===== config.mk =====
export PLATFORM = sky130hd
export DESIGN_NAME = alu_exec_stage
export DESIGN_NICKNAME = d
export VERILOG_FILES = /design/src/rtl/rv32i_pkg.sv /design/src/rtl/alu_comb.sv /design/src/rtl/alu_exec_stage.sv
export SDC_FILE = /design/constraint.sdc
export NUM_CORES = 1
export LEC_CHECK = 0
export BUFFER_PORTS_ARGS = -buffer_cell sky130_fd_sc_hd__buf_4
export CORE_MARGIN = 2
export CORE_UTILIZATION = 50
export DETAILED_ROUTE_END_ITERATION = 10
export PLACE_DENSITY = 0.74
export SYNTH_ARGS = -nofsm -noshare
export SYNTH_HDL_FRONTEND = slang
export SYNTH_SLANG_ARGS = --single-unit
export TNS_END_PERCENT = 1

===== constraint.sdc =====
create_clock -name clk -period 5.9 [get_ports clk]
set_input_delay 0.59 -clock clk [delete_from_list [all_inputs] [get_ports clk]]
set_output_delay 0.59 -clock clk [all_outputs]
set_load 0.005 [all_outputs]

===== src/rtl/rv32i_pkg.sv =====
// Shared RV32I execute-stage definitions: widths, ALU opcode encodings, FSM states.
package rv32i_pkg;

  localparam int XLEN       = 32;
  localparam int REG_ADDR_W = 5;

  // {funct7[5], funct3}
  localparam logic [3:0] ALU_ADD  = 4'b0000;
  localparam logic [3:0] ALU_SUB  = 4'b1000;
  localparam logic [3:0] ALU_SLL  = 4'b0001;
  localparam logic [3:0] ALU_SLT  = 4'b0010;
  localparam logic [3:0] ALU_SLTU = 4'b0011;
  localparam logic [3:0] ALU_XOR  = 4'b0100;
  localparam logic [3:0] ALU_SRL  = 4'b0101;
  localparam logic [3:0] ALU_SRA  = 4'b1101;
  localparam logic [3:0] ALU_OR   = 4'b0110;
  localparam logic [3:0] ALU_AND  = 4'b0111;

  typedef enum logic [1:0] {
    IDLE  = 2'd0,
    SHIFT = 2'd1,
    WB    = 2'd2
  } exec_state_t;

endpackage


===== src/rtl/alu_comb.sv =====
// Purely combinational RV32I ALU; shifts here are the single-cycle barrel form.
module alu_comb
  import rv32i_pkg::*;
#(
  parameter int XLEN = rv32i_pkg::XLEN
) (
  input  logic [XLEN-1:0] i_op_a,
  input  logic [XLEN-1:0] i_op_b,
  input  logic [3:0]      i_alu_op,
  output logic [XLEN-1:0] o_result
);

  logic [4:0] w_shamt;

  assign w_shamt = i_op_b[4:0];

  always_comb begin
    o_result = '0;
    case (i_alu_op)
      ALU_ADD:  o_result = i_op_a + i_op_b;
      ALU_SUB:  o_result = i_op_a - i_op_b;
      ALU_SLL:  o_result = i_op_a << w_shamt;
      ALU_SLT:  o_result = {{(XLEN-1){1'b0}}, ($signed(i_op_a) < $signed(i_op_b))};
      ALU_SLTU: o_result = {{(XLEN-1){1'b0}}, (i_op_a < i_op_b)};
      ALU_XOR:  o_result = i_op_a ^ i_op_b;
      ALU_SRL:  o_result = i_op_a >> w_shamt;
      ALU_SRA:  o_result = $unsigned($signed(i_op_a) >>> w_shamt);
      ALU_OR:   o_result = i_op_a | i_op_b;
      ALU_AND:  o_result = i_op_a & i_op_b;
      default:  o_result = '0;
    endcase
  end

endmodule


===== src/rtl/alu_exec_stage.sv =====
// RV32I execute stage: single-cycle ALU ops plus an optional bit-serial shifter,
// returning a registered write-back (reg_write/rd/rslt_data) to the register file.
module alu_exec_stage
  import rv32i_pkg::*;
#(
  parameter int XLEN         = rv32i_pkg::XLEN,
  parameter int REG_ADDR_W   = rv32i_pkg::REG_ADDR_W,
  parameter int SERIAL_SHIFT = 1
) (
  input  logic                  clk,
  input  logic                  rst,
  input  logic                  in_valid,
  output logic                  in_ready,
  input  logic [XLEN-1:0]       a1,
  input  logic [XLEN-1:0]       a2,
  input  logic [XLEN-1:0]       imm,
  input  logic                  use_imm,
  input  logic [3:0]            alu_op,
  input  logic [REG_ADDR_W-1:0] rd_in,
  input  logic                  wb_en_in,
  output logic                  reg_write,
  output logic [REG_ADDR_W-1:0] rd,
  output logic [XLEN-1:0]       rslt_data,
  output logic                  busy
);

  exec_state_t           r_state;
  logic [XLEN-1:0]       r_work;
  logic [4:0]            r_cnt;
  logic [3:0]            r_shift_op;
  logic [REG_ADDR_W-1:0] r_rd_pend;
  logic                  r_wb_pend;
  logic                  r_reg_write;
  logic [REG_ADDR_W-1:0] r_rd;
  logic [XLEN-1:0]       r_rslt;

  logic [XLEN-1:0] w_op_b;
  logic [XLEN-1:0] w_alu_result;
  logic [XLEN-1:0] w_step;
  logic [4:0]      w_shamt;
  logic            w_is_shift;
  logic            w_accept;
  logic            w_start_shift;

  assign w_op_b        = use_imm ? imm : a2;
  assign w_shamt       = w_op_b[4:0];
  assign w_is_shift    = (alu_op == ALU_SLL) || (alu_op == ALU_SRL) || (alu_op == ALU_SRA);
  assign w_accept      = in_valid && (r_state != SHIFT);
  assign w_start_shift = (SERIAL_SHIFT != 0) && w_is_shift && (w_shamt != 5'd0);

  alu_comb #(.XLEN(XLEN)) u_alu_comb (
    .i_op_a   (a1),
    .i_op_b   (w_op_b),
    .i_alu_op (alu_op),
    .o_result (w_alu_result)
  );

  // One-bit step of the serial shifter; SRA replicates the sign bit.
  always_comb begin
    w_step = r_work;
    case (r_shift_op)
      ALU_SLL: w_step = {r_work[XLEN-2:0], 1'b0};
      ALU_SRL: w_step = {1'b0, r_work[XLEN-1:1]};
      default: w_step = {r_work[XLEN-1], r_work[XLEN-1:1]};
    endcase
  end

  always_ff @(posedge clk or posedge rst) begin
    if (rst) begin
      r_state     <= IDLE;
      r_work      <= '0;
      r_cnt       <= '0;
      r_shift_op  <= '0;
      r_rd_pend   <= '0;
      r_wb_pend   <= 1'b0;
      r_reg_write <= 1'b0;
      r_rd        <= '0;
      r_rslt      <= '0;
    end else begin
      r_reg_write <= 1'b0;
      case (r_state)
        SHIFT: begin
          r_work <= w_step;
          r_cnt  <= r_cnt - 5'd1;
          if (r_cnt == 5'd1) begin
            r_state     <= WB;
            r_rslt      <= w_step;
            r_rd        <= r_rd_pend;
            r_reg_write <= r_wb_pend && (r_rd_pend != '0);
          end
        end
        default: begin
          // IDLE and WB both accept; rd/rslt_data only change when an op completes.
          if (w_accept) begin
            if (w_start_shift) begin
              r_state    <= SHIFT;
              r_work     <= a1;
              r_cnt      <= w_shamt;
              r_shift_op <= alu_op;
              r_rd_pend  <= rd_in;
              r_wb_pend  <= wb_en_in;
            end else begin
              r_state     <= WB;
              r_rslt      <= w_alu_result;
              r_rd        <= rd_in;
              r_reg_write <= wb_en_in && (rd_in != '0);
            end
          end else begin
            r_state <= IDLE;
          end
        end
      endcase
    end
  end

  assign in_ready  = (r_state != SHIFT);
  assign busy      = (r_state == SHIFT);
  assign reg_write = r_reg_write;
  assign rd        = r_rd;
  assign rslt_data = r_rslt;

endmodule


==> flow_metrics.env <==
export IMPL_maxSlewHeadroom_pct=23.42
export IMPL_synth_ff_type="dfrtp_1"
export IMPL_arrival_ns=4.99
export IMPL_routedWlPerCell_um=29.40
export IMPL_synthSimpleGateAreaFrac_pct=21.34
export IMPL_finalHoldViolations=0
export IMPL_yosys_warnings=0
export IMPL_status="finished, final reports clean"
export IMPL_fillers=2587
export IMPL_yosysUniqueCellTypes=89
export IMPL_grt_pass1_vias=15190
export IMPL_drtIter0Drc=2972
export IMPL_place_congestion=1.094
export IMPL_clockBufferDepth=2
export IMPL_die_x_um=168.5
export IMPL_power_leakage_nw=6.726
export IMPL_synth_top_family_by_area="compound AO/OA/AOI/OAI gates"
export IMPL_criticalPathCategory="input port to register"
export IMPL_power_density_nw_per_um2=238.1
export IMPL_grt_start_max_net_pins=63
export IMPL_cts_made_buffers=9
export IMPL_timing_final_crit_period_ns=4.758
export IMPL_avgSynthCellArea_um2=7.091
export IMPL_die_h_um=168.5
export IMPL_track_usage_pct=46.72
export IMPL_synth_cells=1908
export IMPL_slew_violations=0
export IMPL_clk_pin_slew_ns=0.09
export IMPL_firstDrtPassIters=7
export IMPL_ios=150
export IMPL_cts_hold_buf=0
export IMPL_cp_required_ns=6.14
export IMPL_drc_errors=0
export IMPL_clk_latency_ns=0.37
export IMPL_fin_crit_sh_pct=80.65
export IMPL_syn_to_final_growth_pct=11.86
export IMPL_syn_area_um2=13530
export IMPL_synth_mux_area_share_pct=13.74
export IMPL_placementRows=60
export IMPL_synth_nets=2122
export IMPL_grt_first_pass_wirelength_um=99210
export IMPL_clock_fmax_mhz=210.2
export IMPL_drive_gt1_share_pct=13.53
export IMPL_end_kind="register"
export IMPL_synth_xor_area_share_pct=1.036
export IMPL_post_cts_buffers=0
export IMPL_hold_class="input port to asynchronous set/reset pin"
export IMPL_rsz0062_at_grt="no"
export IMPL_drv_cap=0
export IMPL_ant_nets=0
export IMPL_cts_sinks=87
export IMPL_setup_violations=0
export IMPL_ys_seq_elements=87
export IMPL_viasPerCell=7.149
export IMPL_synth_fa_ha_area_share_pct=9.728
export IMPL_async_flop_share_pct=100.0
export IMPL_path_max_fanout=37
export IMPL_cts_repair_resized=0
export IMPL_wirelength_um=68120
export IMPL_cts_tree="yes"
export IMPL_setup_ws_ns=1.142
export IMPL_start_util_pct=50.63
export IMPL_dp_hpwl_um=52780
export IMPL_port_buffers=149
export IMPL_clock_skew_ns=0.01991
export IMPL_grt_overflow_total=0
export IMPL_power_mw=3.603
export IMPL_setup_tns_ns=0
export IMPL_htreeDepth=3
export IMPL_seq_area_frac_synth_pct=16.09
export IMPL_irDropWorstVdd_v=0.0001134
export IMPL_synth_edff_count=0
export IMPL_dieArea_um2=28390
export IMPL_grt_antenna_before_repair=8
export IMPL_cp_start_kind="input port"
export IMPL_worst_pin_slew_ns=1.120
export IMPL_vias=16560
export IMPL_cts_root_buf="clkbuf_16"
export IMPL_dpl_worst_slack_ns=0.9530
export IMPL_synth_compound_area_share_pct=30.94
export IMPL_post_route_util_pct=56.63
export IMPL_nets=2184
export IMPL_core_area_um2=26730
[path summary, 6_finish.rpt]
check                                start             to  slack [ns]  cells past startpoint
min in group clk                  wb_en_in      r_wb_pend        0.46                      2
worst max register to register  r_state[1]  rslt_data[30]        1.60                     12
max in group asynchronous              rst          rd[3]        4.32                      3
worst max-delay path               use_imm  rslt_data[31]        1.14                     12
worst min register to register    r_cnt[2]       r_cnt[2]        0.51                      1
worst min-delay path                   rst  rslt_data[16]        0.26                      2
[routing by layer]
layer / wire (µm) / track usage, % / part of all wire, %
met5: 74 / 0 / 0.11
met4: 2790 / 15.78 / 4.1
met3: 11370 / 20.55 / 17
met2: 26720 / 64.29 / 39
met1: 27170 / 64.65 / 40
[sequential cells by signal (all words and copies together) (netlist names)]
register    cells
rd              5
r_cnt           5
r_work         32
reg_write       1
rslt_data      32
r_state         2
r_wb_pend       1
r_rd_pend       5
r_shift_op      4
[final cells by class]
type	count	area (µm²)	share of cell area (%)
clock inverters	6	53.80	0.3555
clock buffers	9	225.2	1.488
inverters	101	382.9	2.530
multi-input cells	1582	10450	69.02
repair buffers	189	1419	9.374
diodes	2	5.005	0.03307
well taps	341	426.7	2.819
flip-flops and latches	87	2177	14.38
[where the power goes]
part,internal (mW),switching (mW)
clock network,0.292,0.301
registers,0.804,0.188
logic,0.728,1.29
total,1.82,1.78
[cell families (layout without fill, tap and decap cells)]
group           Yosys count  in the layout
buf+inv                 239            305
compound gates          643            643
fa+ha+maj               104            104
mux                     164            164
other cells               0              2
flops                    87             87
simple gates            655            655
xor+xnor                 16             16
[synthesized netlist by cell type (all sizes together), types with 29 or more instances]
library cell / instances / share of area [%]
a31oi: 51 / 2.4
nand3: 29 / 1.1
nor3: 51 / 1.9
nand2: 268 / 7.4
a21oi: 194 / 7.2
clkbuf: 92 / 2.6
dfrtp: 87 / 16
o21ai: 127 / 4.7
nor2: 207 / 5.8
ha: 102 / 9.4
a211oi: 38 / 2.1
inv: 99 / 2.8
buf: 46 / 1.7
mux2i: 136 / 10
[layout by cell type, fill, tap and decap left out, types with 6 or more instances in the layout]
cell and count:
nor2b_1 10, o211ai_1 25, a221o_1 6, and3_1 6, nor4_1 18, o22ai_1 17, nand2_1 268, a2111oi_0 13
o21ai_0 121, a211o_1 6, a21o_1 7, nor2_1 205, buf_4 189, nand4_1 7, dfrtp_1 87, ha_1 102
o2111ai_1 8, o21bai_1 15, a211oi_1 37, mux2i_1 131, o21a_1 9, xnor2_1 14, o221ai_1 20, a221oi_1 17
inv_1 93, nor3_1 50, clkbuf_16 9, mux4_2 14, nand3_1 29, a31oi_1 50, o22a_1 12, a311oi_1 11
o21ai_1 6, a21oi_1 194, mux2_2 14, or3_1 10, and2_1 9, o31ai_1 11, nand2b_1 13
[critical path, cell delays in order]
cell and delay, ns:
buf_4 0.54, mux2i_4 0.67, ha_1 0.39, o21bai_1 0.28, o211ai_1 0.25, a211oi_2 0.39
o21ai_1 0.25, or4_1 0.64, a31oi_1 0.23, mux2_2 0.35, nor4_1 0.29, o21ai_1 0.09
[metrics by stage]
stage / cells / cell area [µm²] / hold WS (ns)
after floorplan: 1908 / 13530 / 0.4483
after global placement: 2300 / 14850 / 0.4764
after detailed placement: 2300 / 14850 / 0.4864
after CTS: 2315 / 15130 / 0.2705
after global routing: 2315 / 15130 / 0.2944
final: 2317 / 15140 / 0.2612
No activity file was read; power rests on OpenSTA's default activity.
